**src/rtl/gate_bist_if.sv**
```systemverilog
// Stimulus/response bundle between the gate bank tester and its environment.
// start is a level request: it is taken on any rising edge where the tester is not busy, and ignored while busy.
interface gate_bist_if;
  logic       start;
  logic [6:0] y;
  logic       a;
  logic       b;
  logic       busy;
  logic       done;
  logic       pass;
  logic [6:0] fail_mask;
  logic [2:0] err_cnt;

  modport slave (
    input  start, y,
    output a, b, busy, done, pass, fail_mask, err_cnt
  );

  modport master (
    output start, y,
    input  a, b, busy, done, pass, fail_mask, err_cnt
  );
endinterface

```
**src/rtl/gate_bist.sv**
```systemverilog
// Built-in self-test for the seven-gate bank: walks {a,b} through 00..11,
// samples y after HOLD cycles per vector, and accumulates a sticky fail mask and error count.
module gate_bist #(
  parameter int HOLD = 2
) (
  input  logic       clk,
  input  logic       rst_n,
  gate_bist_if.slave bus,
  output logic [1:0] dbg_state
);
  typedef enum logic [1:0] {
    IDLE  = 2'd0,
    APPLY = 2'd1,
    DONE  = 2'd2
  } state_e;

  localparam logic [7:0] HOLD_LAST = 8'(HOLD - 1);

  state_e     state_q, state_d;
  logic [1:0] vec_q, vec_d;
  logic [7:0] hold_q, hold_d;
  logic       a_q, a_d;
  logic       b_q, b_d;
  logic       busy_q, busy_d;
  logic       done_q, done_d;
  logic       pass_q, pass_d;
  logic [6:0] fail_q, fail_d;
  logic [2:0] err_q, err_d;
  logic [6:0] mism;

  // Bit order: [6] not(a), [5] xor, [4] xnor, [3] nor, [2] nand, [1] or, [0] and.
  function automatic logic [6:0] expected(input logic ea, input logic eb);
    return {~ea, ea ^ eb, ~(ea ^ eb), ~(ea | eb), ~(ea & eb), ea | eb, ea & eb};
  endfunction

  always_comb begin
    state_d = state_q;
    vec_d   = vec_q;
    hold_d  = hold_q;
    a_d     = a_q;
    b_d     = b_q;
    busy_d  = busy_q;
    done_d  = done_q;
    fail_d  = fail_q;
    err_d   = err_q;
    mism    = bus.y ^ expected(a_q, b_q);

    case (state_q)
      IDLE, DONE: begin
        if (bus.start) begin
          state_d = APPLY;
          vec_d   = 2'd0;
          hold_d  = 8'd0;
          a_d     = 1'b0;
          b_d     = 1'b0;
          busy_d  = 1'b1;
          done_d  = 1'b0;
          fail_d  = 7'd0;
          err_d   = 3'd0;
        end
      end
      APPLY: begin
        if (hold_q == HOLD_LAST) begin
          fail_d = fail_q | mism;
          if (mism != 7'd0) err_d = err_q + 3'd1;
          hold_d = 8'd0;
          if (vec_q == 2'd3) begin
            state_d = DONE;
            vec_d   = 2'd0;
            a_d     = 1'b0;
            b_d     = 1'b0;
            busy_d  = 1'b0;
            done_d  = 1'b1;
          end else begin
            vec_d      = vec_q + 2'd1;
            {a_d, b_d} = vec_q + 2'd1;
          end
        end else begin
          hold_d = hold_q + 8'd1;
        end
      end
      default: state_d = IDLE;
    endcase

    // pass is registered alongside done so both change on the same edge.
    pass_d = done_d && (fail_d == 7'd0);
  end

  always_ff @(posedge clk or negedge rst_n) begin
    if (!rst_n) begin
      state_q <= IDLE;
      vec_q   <= 2'd0;
      hold_q  <= 8'd0;
      a_q     <= 1'b0;
      b_q     <= 1'b0;
      busy_q  <= 1'b0;
      done_q  <= 1'b0;
      pass_q  <= 1'b0;
      fail_q  <= 7'd0;
      err_q   <= 3'd0;
    end else begin
      state_q <= state_d;
      vec_q   <= vec_d;
      hold_q  <= hold_d;
      a_q     <= a_d;
      b_q     <= b_d;
      busy_q  <= busy_d;
      done_q  <= done_d;
      pass_q  <= pass_d;
      fail_q  <= fail_d;
      err_q   <= err_d;
    end
  end

  assign bus.a         = a_q;
  assign bus.b         = b_q;
  assign bus.busy      = busy_q;
  assign bus.done      = done_q;
  assign bus.pass      = pass_q;
  assign bus.fail_mask = fail_q;
  assign bus.err_cnt   = err_q;
  assign dbg_state     = state_q;
endmodule

```
**src/flat_wrapper.sv**
```systemverilog
// flat-port wrapper written by rule: the top's interface ports become plain ports
module gate_bist_flat 
#(
  parameter int HOLD = 2
)
  (clk, rst_n, dbg_state, bus_start, bus_y, bus_a, bus_b, bus_busy, bus_done, bus_pass, bus_fail_mask, bus_err_cnt);
  gate_bist_if bus_i ();
  input  logic clk;
  input  logic rst_n;
  output logic [1:0] dbg_state;
  input wire logic [$bits(bus_i.start)-1:0] bus_start;
  input wire logic [$bits(bus_i.y)-1:0] bus_y;
  output wire logic [$bits(bus_i.a)-1:0] bus_a;
  output wire logic [$bits(bus_i.b)-1:0] bus_b;
  output wire logic [$bits(bus_i.busy)-1:0] bus_busy;
  output wire logic [$bits(bus_i.done)-1:0] bus_done;
  output wire logic [$bits(bus_i.pass)-1:0] bus_pass;
  output wire logic [$bits(bus_i.fail_mask)-1:0] bus_fail_mask;
  output wire logic [$bits(bus_i.err_cnt)-1:0] bus_err_cnt;
  assign bus_i.start = bus_start;
  assign bus_i.y = bus_y;
  assign bus_a = bus_i.a;
  assign bus_b = bus_i.b;
  assign bus_busy = bus_i.busy;
  assign bus_done = bus_i.done;
  assign bus_pass = bus_i.pass;
  assign bus_fail_mask = bus_i.fail_mask;
  assign bus_err_cnt = bus_i.err_cnt;
  gate_bist #(.HOLD(HOLD)) u_core (.clk(clk), .rst_n(rst_n), .bus(bus_i), .dbg_state(dbg_state));
endmodule
```
**config.mk**
```make
export PLATFORM = sky130hd
export DESIGN_NAME = gate_bist_flat
export DESIGN_NICKNAME = d
export VERILOG_FILES = /design/src/rtl/gate_bist_if.sv /design/src/rtl/gate_bist.sv /design/src/flat_wrapper.sv
export SDC_FILE = /design/constraint.sdc
export NUM_CORES = 1
export LEC_CHECK = 0
export ABC_AREA = 1
export CAP_MARGIN = 20
export CORE_UTILIZATION = 39
export DETAILED_ROUTE_END_ITERATION = 10
export PLACE_DENSITY = 0.62
export SLEW_MARGIN = 20
export SYNTH_ARGS = -nofsm -noshare
export SYNTH_HDL_FRONTEND = slang
export SYNTH_SLANG_ARGS = --single-unit
```
**constraint.sdc**
```tcl
create_clock -name clk -period 3.4 [get_ports clk]
set_clock_uncertainty 0.1 [all_clocks]
set_input_delay 0.68 -clock clk [delete_from_list [all_inputs] [get_ports clk]]
set_output_delay 0.68 -clock clk [all_outputs]
set_load 0.1 [all_outputs]
```
==> impl_results.md <==
- Status: complete, no violations
- Height of the die: 61.9 um
- Layout cells sized above 1: 26.3%
- Largest net degree at the start of global routing: 26
- Antenna Nets Post-Route: 0
- Global Route Usage Sum: 15.6%
- Count of pins over their slew limit: 0
- Syn Inst Count: 159
- DRC violations left: 0
- Worst path max stage delay: 0.48 ns
- Critical path's top delay family: flip-flops
- First-pass GRT wire length: 4360 um
- CTS clk-pin slew, worst paths: 0.15 ns
- Cts bufs inserted: 3
- Syn Nets: 174
- Max Fanout on Critical Path: 5
- CP Launch Type: flip-flop
- Initial antenna violation count: 0
- Crit Path Class: reg2out
- Io pins: 27
- Worst Hold Class: reg2reg
- CTS tree: yes
- Post-Synth XOR/XNOR Area: 8.12%
- Clk sinks: 25
- Fmax: 0.524 GHz
- Post_cts resized: 0
- Final setup fails: 0
- RSZ-0062 raised after global routing: false
- FP Rows: 21
- Setup_tns: 0 ns
- Fillers: 335
- Compound-Gate Fraction of Synth Area: 7.41%
- Buf/Inv on CP: 1
- Worst-margin pin slew: 0.753 ns
- CTS Hold Bufs: 0
- Max_cap viols: 0
- Syn_area_per_cell: 8.81 um^2
- HPWL after DPL: 2040 um
- Crit path max-delay cell type: dfrtp_1
- Critical Path End Type: output pin
- Via Count: 1,102
- Adder-cell share of the synthesized area: 4.46%
- M3 GR Usage: 2.48%
- Inserted Diodes: 0
- Starting density of the core: 41.3%
- Post-CTS Setup Repair Bufs: 0
- Hold Vio Cnt, Final: 0
- Mux share of post-synthesis cell area: 0%
- Nets: 202
- DR iter-0 viols: 37
- Area Overhead vs Synth: 19.8%
- H-tree depth: 1
- Critical-path cell list: buf_4
- CP Data Arrival Time: 1.13 ns
- Skew-Pair Late Insertion Delay: 0.32 ns
- Drt wl/cell: 11.9 um
- GRT met1 Usage: 22.0%
- CTS root buffer: clkbuf_4
- Drt via density: 4.75
- Core ar.: 3390 um^2
- Post-Route WL: 2760 um
- PortBufs: 26
- Remaining Overflow, GRT: 0
- GPL Wtd Cong: 0.789
- Synth Cell Area: 1400 um^2
- Drt first pass iters: 4
- Number of global-route vias before repair: 980
- Final min period: 1.91 ns
- Data required, critical path: 2.62 ns
- CTS Buffer Depth: 2
- Slew Limit Headroom: 49.7%
- Grt peak-use layer: met2
- Library cells used by synthesis: 27
- Synthesized flop and latch total: 25
- Die width: 61.9 um
- Post-synthesis sequential area ratio: 44.6%
- Main combinational cell family by area after synthesis: simple AND/OR/NAND/NOR gates
- Post-synthesis simple-gate area fraction: 30.1%
- Met2 Usage GRT: 24.8%
- Fin crit share: 56.2%
- Die area: 3840 um^2
- Ys Warns: 0
==> Yosys cell counts <==
library cell / instances / area, um^2
xnor2_1: 7 / 61.3
nand2_1: 38 / 143
buf_2: 2 / 10.0
o211ai_1: 1 / 7.51
nor2_2: 3 / 18.8
or2_1: 1 / 6.26
nor2_4: 2 / 22.5
nand3_1: 5 / 25.0
o22ai_1: 1 / 6.26
nand2_2: 10 / 62.6
buf_8: 1 / 15.0
inv_2: 4 / 15.0
ha_1: 5 / 62.6
buf_4: 1 / 7.51
inv_1: 7 / 26.3
dfrtp_1: 25 / 626
o21ai_0: 1 / 5.00
nand3b_2: 2 / 22.5
o31ai_1: 1 / 7.51
nor2_1: 12 / 45.0
nand4_1: 1 / 6.26
nor3_1: 2 / 10.0
nand3_2: 6 / 60.1
o21ai_1: 9 / 45.0
a211oi_1: 1 / 7.51
a21oi_1: 5 / 25.0
xor2_1: 6 / 52.6
==> stage by stage <==
step | cell area, um^2 | hold slack (ns) | cells | utilization, % | setup WS (ns)
after detailed placement | 1650 | 0.367 | 228 | 48.7 | 1.20
after global placement | 1650 | 0.361 | 228 | 48.7 | 1.25
after global routing | 1680 | 0.445 | 232 | 49.5 | 1.36
final | 1680 | 0.403 | 232 | 49.5 | 1.49
after floorplan | 1400 | 0.284 | 159 | - | 1.13
after CTS | 1680 | 0.411 | 232 | 49.5 | 1.48
==> area by class of cell <==
| type | instances | area, um^2 | share of cell area, % |
|---|---|---|---|
| Tap cell | 46 | 57.6 | 3.43 |
| Timing Repair Buffer | 27 | 225 | 13.4 |
| Clock buffer | 3 | 22.5 | 1.34 |
| Multi-Input combinational cell | 119 | 702 | 41.8 |
| Inverter | 11 | 41.3 | 2.46 |
| Clock inverter | 1 | 5.00 | 0.298 |
| Sequential cell | 25 | 626 | 37.3 |
==> flip-flops by register name (all words and copies together), names as in the netlist <==
register              count
u_core.bus.a              1
u_core.bus.err_cnt        3
u_core.bus.done           1
u_core.bus.b              1
u_core.bus.pass           1
u_core.bus.busy           1
u_core.dbg_state          2
u_core.bus.fail_mask      7
u_core.hold_q             8
==> layer usage <==
layer,wire (um),part of all wire (%)
met1,1390,50
met2,1280,46
met3,79,2.9
met4,16,0.58
met5,0,0
==> cells by family after synthesis <==
group | count (synthesis)
AND/OR/NAND/NOR | 82
flip-flops | 25
AO/OA/AOI/OAI | 19
adder cells (fa/ha/maj) | 5
buffers and inverters | 15
XOR/XNOR | 13
==> placed cells by master, fill, tap and decap left out, types with 6 or more instances in the layout <==
| cell type | n |
|---|---|
| nor2_1 | 12 |
| nand3_2 | 6 |
| clkdlybuf4s50_1 | 9 |
| nand2_2 | 10 |
| xor2_1 | 6 |
| xnor2_1 | 7 |
| o21ai_1 | 9 |
| inv_1 | 7 |
| dfrtp_1 | 25 |
| nand2_1 | 38 |
| buf_4 | 18 |
==> worst paths after layout <==
kind	start	to	slack [ns]	depth (start not counted)
worst max-delay path	u_core.bus.a$_DFFE_PN0P_	bus_a	1.49	1
worst min-delay path	u_core.bus.busy$_DFFE_PN0P_	u_core.bus.busy$_DFFE_PN0P_	0.40	2
worst max register to register	u_core.hold_q[1]$_DFFE_PN0P_	u_core.bus.pass$_DFF_PN0_	1.53	10
worst min register to register	u_core.bus.busy$_DFFE_PN0P_	u_core.bus.busy$_DFFE_PN0P_	0.40	2
max in group asynchronous	rst_n	u_core.hold_q[1]$_DFFE_PN0P_	2.35	2
min in group asynchronous	rst_n	u_core.bus.fail_mask[5]$_DFF_PN0_	0.60	2
Power is left out: the tool's default activity adds up to more than one toggle a clock period on the data nets, which glitch-free logic cannot reach.
